--- src/rtl/dit_miter_monitor.sv ---
// Timing-divergence monitor for a DIT miter: per-channel timestamp FIFOs for copies A/B, sticky divergence flags.
// Optional DIT_READY_CHECK_EN adds ready_a/ready_b ports, per-copy push gating and ready divergence.
module dit_ts_fifo #(
  parameter int DEPTH = 4,
  parameter int CNT_W = 8
) (
  input  logic             clk,
  input  logic             rst_n,
  input  logic             clear,
  input  logic [CNT_W-1:0] ts,
  input  logic             push,
  input  logic             pop,
  output logic [CNT_W-1:0] lat,
  output logic             err
);
  localparam int AW = $clog2(DEPTH);

  logic [CNT_W-1:0] mem [DEPTH];
  logic [AW-1:0]    wr, rd;
  logic [AW:0]      cnt;
  logic             empty, full, do_pop, do_push;

  assign empty   = (cnt == '0);
  assign full    = (cnt == (AW+1)'(DEPTH));
  assign do_pop  = pop & ~empty;
  // A full FIFO still accepts a push when its head leaves in the same cycle.
  assign do_push = push & (~full | do_pop);

  always_ff @(posedge clk) begin
    if (do_push) mem[wr] <= ts;
  end

  always_ff @(posedge clk or negedge rst_n) begin
    if (!rst_n) begin
      wr  <= '0;
      rd  <= '0;
      cnt <= '0;
      lat <= '0;
      err <= 1'b0;
    end else if (clear) begin
      wr  <= '0;
      rd  <= '0;
      cnt <= '0;
      lat <= '0;
      err <= 1'b0;
    end else begin
      if (do_push) wr <= wr + AW'(1);
      if (do_pop) begin
        rd  <= rd + AW'(1);
        lat <= ts - mem[rd];
      end
      cnt <= cnt + (AW+1)'(do_push) - (AW+1)'(do_pop);
      if ((push & full & ~do_pop) | (pop & empty)) err <= 1'b1;
    end
  end
endmodule

module dit_miter_monitor #(
  parameter int NUM_CH = 2,
  parameter int DEPTH  = 4,
  parameter int CNT_W  = 8,
  parameter int CYC_W  = 32,
  localparam int FCH_W = (NUM_CH > 1) ? $clog2(NUM_CH) : 1
) (
  input  logic                    clk,
  input  logic                    rst_n,
  input  logic                    clear,
  input  logic [NUM_CH-1:0]       req_valid,
  input  logic [NUM_CH-1:0]       resp_valid_a,
  input  logic [NUM_CH-1:0]       resp_valid_b,
`ifdef DIT_READY_CHECK_EN
  input  logic [NUM_CH-1:0]       ready_a,
  input  logic [NUM_CH-1:0]       ready_b,
`endif
  output logic [NUM_CH-1:0]       mismatch,
  output logic                    mismatch_any,
  output logic [NUM_CH-1:0]       proto_err,
  output logic [FCH_W-1:0]        first_ch,
  output logic [CYC_W-1:0]        first_cycle,
  output logic [NUM_CH*CNT_W-1:0] lat_a,
  output logic [NUM_CH*CNT_W-1:0] lat_b
);
  logic [CYC_W-1:0]  cyc;
  logic [CNT_W-1:0]  ts;
  logic [NUM_CH-1:0] push_a, push_b, div, err_a, err_b;
  logic [FCH_W-1:0]  fch_nxt;
  logic              found;

`ifdef DIT_READY_CHECK_EN
  assign push_a = req_valid & ready_a;
  assign push_b = req_valid & ready_b;
  assign div    = (resp_valid_a ^ resp_valid_b) | (ready_a ^ ready_b);
`else
  assign push_a = req_valid;
  assign push_b = req_valid;
  assign div    = resp_valid_a ^ resp_valid_b;
`endif

  assign ts           = cyc[CNT_W-1:0];
  assign mismatch_any = |mismatch;
  assign proto_err    = err_a | err_b;

  for (genvar c = 0; c < NUM_CH; c++) begin : g_ch
    dit_ts_fifo #(.DEPTH(DEPTH), .CNT_W(CNT_W)) u_fifo_a (
      .clk(clk), .rst_n(rst_n), .clear(clear), .ts(ts),
      .push(push_a[c]), .pop(resp_valid_a[c]),
      .lat(lat_a[c*CNT_W +: CNT_W]), .err(err_a[c])
    );
    dit_ts_fifo #(.DEPTH(DEPTH), .CNT_W(CNT_W)) u_fifo_b (
      .clk(clk), .rst_n(rst_n), .clear(clear), .ts(ts),
      .push(push_b[c]), .pop(resp_valid_b[c]),
      .lat(lat_b[c*CNT_W +: CNT_W]), .err(err_b[c])
    );
  end

  // Descending scan so the lowest diverging channel wins.
  always_comb begin
    fch_nxt = '0;
    for (int c = NUM_CH-1; c >= 0; c--)
      if (div[c]) fch_nxt = FCH_W'(c);
  end

  always_ff @(posedge clk or negedge rst_n) begin
    if (!rst_n) begin
      cyc         <= '0;
      mismatch    <= '0;
      found       <= 1'b0;
      first_ch    <= '0;
      first_cycle <= '0;
    end else if (clear) begin
      cyc         <= '0;
      mismatch    <= '0;
      found       <= 1'b0;
      first_ch    <= '0;
      first_cycle <= '0;
    end else begin
      cyc      <= cyc + CYC_W'(1);
      mismatch <= mismatch | div;
      if (!found && |div) begin
        found       <= 1'b1;
        first_ch    <= fch_nxt;
        first_cycle <= cyc;
      end
    end
  end
endmodule

--- config.mk ---
export PLATFORM = sky130hd
export DESIGN_NAME = dit_miter_monitor
export DESIGN_NICKNAME = d
export VERILOG_FILES = /design/src/rtl/dit_miter_monitor.sv
export SDC_FILE = /design/constraint.sdc
export NUM_CORES = 1
export LEC_CHECK = 0
export ABC_AREA = 1
export BUFFER_PORTS_ARGS = -buffer_cell sky130_fd_sc_hd__buf_2
export CAP_MARGIN = 20
export CORE_ASPECT_RATIO = 1.75
export CORE_MARGIN = 10
export CORE_UTILIZATION = 66
export CTS_CLUSTER_SIZE = 12
export DETAILED_ROUTE_END_ITERATION = 8
export PLACE_DENSITY = 0.92
export SYNTH_ARGS = -nofsm -noshare
export SYNTH_HDL_FRONTEND = slang
export SYNTH_SLANG_ARGS = --single-unit
--- constraint.sdc ---
create_clock -name clk -period 3.96 [get_ports clk]
set_clock_uncertainty 0.15 [all_clocks]
set_input_delay 0.594 -clock clk [delete_from_list [all_inputs] [get_ports clk]]
set_output_delay 0.594 -clock clk [all_outputs]
set_load 0.03 [all_outputs]
==> run metrics <==
status=completed; Tcrit/Tclk final=0.783; fin nets=1467; initial DRC count=921; final core occ=0.744; Clk pin slew, worst setup/hold paths=70 ps; Core Region=18600 um^2; ANT nets after route=0; number of global-route vias before repair=10176; grt ovf=0; total CTS buffers=25; Hold Path Class=flop to flop; Peak supply drop=0.000390 V; fin area=13800 um^2; htree depth=1; Req. time, crit path=4220 ps; commonest cells in the netlist=348 x nand2_1, 150 x inv_1, 132 x dfrtp_1; DRC Markers=0; post-synth top area cell=edfxtp_1; Fmax achieved=323 MHz; post-synthesis cell type count=35; I/O pins=79; GRT Overall Usage=0.249; CTS Buffer Depth=3; Slew Limit Fails=0; share of cells above drive strength 1=0.102; Seq/Total Area, Yosys=0.574; main flop type after synthesis=dfrtp_1; Critical Path End Type=flop; worst slew pin tran=1100 ps; Pwr Density=554 nW/um^2; Post-Syn Instances=1310; FF-to-FF Start=g_ch[0].u_fifo_a.rd[0]; final setup violation count=0; Reg2Reg Depth=11; min cycle time layout=3100 ps; largest cells by area after synthesis=edfxtp_1 31%, dfrtp_1 27%, nand2_1 10%, ha_1 5.3%, inv_1 4.5%; Clock Root Buffer=clkbuf_16; Crit Path Category=flop to flop; ys async rst share=0.508; port bufs=78; post-cts resize count=0; placed inst area=13100 um^2; Reg2Reg Capture Point=g_ch[0].u_fifo_a.lat[6]; most frequent cell after synthesis=nand2_1; WHS=323 ps; Synth top area share=0.308; dpl hpwl=20600 um; first-pass GRT wire length=50200 um; Hold Startpoint=g_ch[1].u_fifo_a.lat[5]; Syn-to-layout area delta=10.9%; syn_nets=1380; Rows=66; crit path from=g_ch[0].u_fifo_a.rd[0]; Max-cap violations=0; initial core utilization=0.671; total clock sinks=260; Crit Path Max Fanout=18; initial antenna violation count=0; RSZ-0062 raised after global routing=false; ant diodes=0; leak pwr=0.00626 uW; GP Congestion=0.942; drt pass-1 iters=6; worst setup path end=g_ch[0].u_fifo_a.lat[6]; Routed WL=30700 um; CP Launch Type=flop; routed vias/inst=6.01; final hold viol count=0; R2R Setup Slk=860 ps; largest net degree at the start of global routing=68; die width=124 um; synth warn=0; Post-synth EDFFs=128; relative slew slack=0.268; synthesized cell area=12500 um^2; wire length per cell=18.6 um; fillers=1227; setup_tns=0 ps; flop and latch count out of synthesis=260; Die Y=202 um; Worst Path Arrival=3360 ps; die area=25000 um^2; CTS tree=yes; via count=9925; Mean Syn Cell Area=9.51 um^2; Clock Latency Late Sink=530 ps
==> final cells by class <==
| type | instances | area, um^2 | area share |
|---|---|---|---|
| clock inverter | 1 | 8.76 | 0.000634 |
| sequential | 260 | 7150 | 0.517 |
| clock buffer | 43 | 703 | 0.0509 |
| timing repair buffer | 90 | 497 | 0.0359 |
| inverter | 154 | 578 | 0.0418 |
| tap | 238 | 298 | 0.0215 |
| multi-input combinational | 866 | 4590 | 0.332 |
==> worst max-delay path, stage by stage, from the launching register on <==
cell      delay (ps)
dfrtp_1          700
clkinv_1         570
o21ai_0          420
o22ai_1          170
ha_1             200
inv_1             60
fa_1             240
nand4_1          150
nand3_1          120
nand2_1           60
nand3_1           80
nand2_1           50
==> placed cells by master, fill, tap and decap left out, types with 5 or more instances in the layout <==
cell type	synthesis	routed
clkbuf_1	17	17
nor2_2	6	6
inv_1	150	150
a32o_1	24	24
a21oi_1	74	74
edfxtp_1	128	128
nand4_1	14	14
buf_2	9	77
ha_1	53	53
xnor2_1	11	11
dfrtp_1	132	132
o21ai_0	79	79
nor2_1	118	118
fa_1	8	8
xor2_1	10	10
buf_4	0	10
nor3_1	15	15
clkbuf_16	0	25
nand2_1	348	348
or2_2	10	10
nand3_1	65	65
o21ai_1	5	5
==> worst min-delay path by stage <==
stage	to	slack (ps)	cells after the start
finish	g_ch[1].u_fifo_a.lat[5]	320	2
CTS	g_ch[1].u_fifo_a.lat[3]	330	2
global route	g_ch[1].u_fifo_a.lat[3]	350	2
detailed placement	g_ch[1].u_fifo_a.lat[3]	310	2
global placement	g_ch[1].u_fifo_a.lat[7]	310	2
floorplan	cyc[0]	150	0
==> logic make-up (layout without fill, tap and decap cells) <==
kind of cell               Yosys count  count (layout)  share of synthesized area
and+or+nand+nor                    588             588                      0.195
AOI/OAI and AO/OA                  196             196                     0.0922
adders and majority gates           61              61                     0.0661
xor gates and xnor gates            21              21                     0.0148
buffers and inverters              184             288                     0.0581
DFF                                260             260                      0.574
==> metrics by stage <==
stage | total power [uW] | setup WS, ps | instances
after floorplan | 4930 | 1600 | 1310
after global placement | 5350 | 1220 | 1606
after detailed placement | 5490 | 1090 | 1606
after CTS | 7660 | 936 | 1651
after global routing | 8070 | 650 | 1652
final | 7660 | 860 | 1652
==> layer usage <==
metal	wire length [um]	track usage
met1	10700	0.283
met2	15800	0.428
met3	2580	0.0429
met4	1620	0.135
met5	0	0
==> flip-flops by register name (all words and copies together) (netlist names), 4 cells and up <==
| register | count |
|---|---|
| g_ch.u_fifo_a.wr | 4 |
| g_ch.u_fifo_a.rd | 4 |
| g_ch.u_fifo_b.rd | 4 |
| g_ch.u_fifo_a.cnt | 6 |
| g_ch.u_fifo_b.cnt | 6 |
| cyc | 32 |
| g_ch.u_fifo_a.lat | 16 |
| g_ch.u_fifo_b.mem | 64 |
| g_ch.u_fifo_b.wr | 4 |
| first_cycle | 32 |
| g_ch.u_fifo_a.mem | 64 |
| g_ch.u_fifo_b.lat | 16 |
==> where the power goes <==
part / total, uW / switching, uW / leakage (uW) / internal [uW]
clock: 2160 / 962 / 0.000340 / 1200
combinational: 2140 / 1420 / 0.00291 / 718
sequential: 3360 / 223 / 0.00300 / 3140
total: 7660 / 2610 / 0.00626 / 5050
==> repair_timing <==
action,in CTS,in global routing
endpoints found under the hold margin,64,0
endpoints found under the setup margin,0,0
hold buffers,1,0
buffers inserted,0,0
Note: power is estimated with default switching activity, not from simulation.
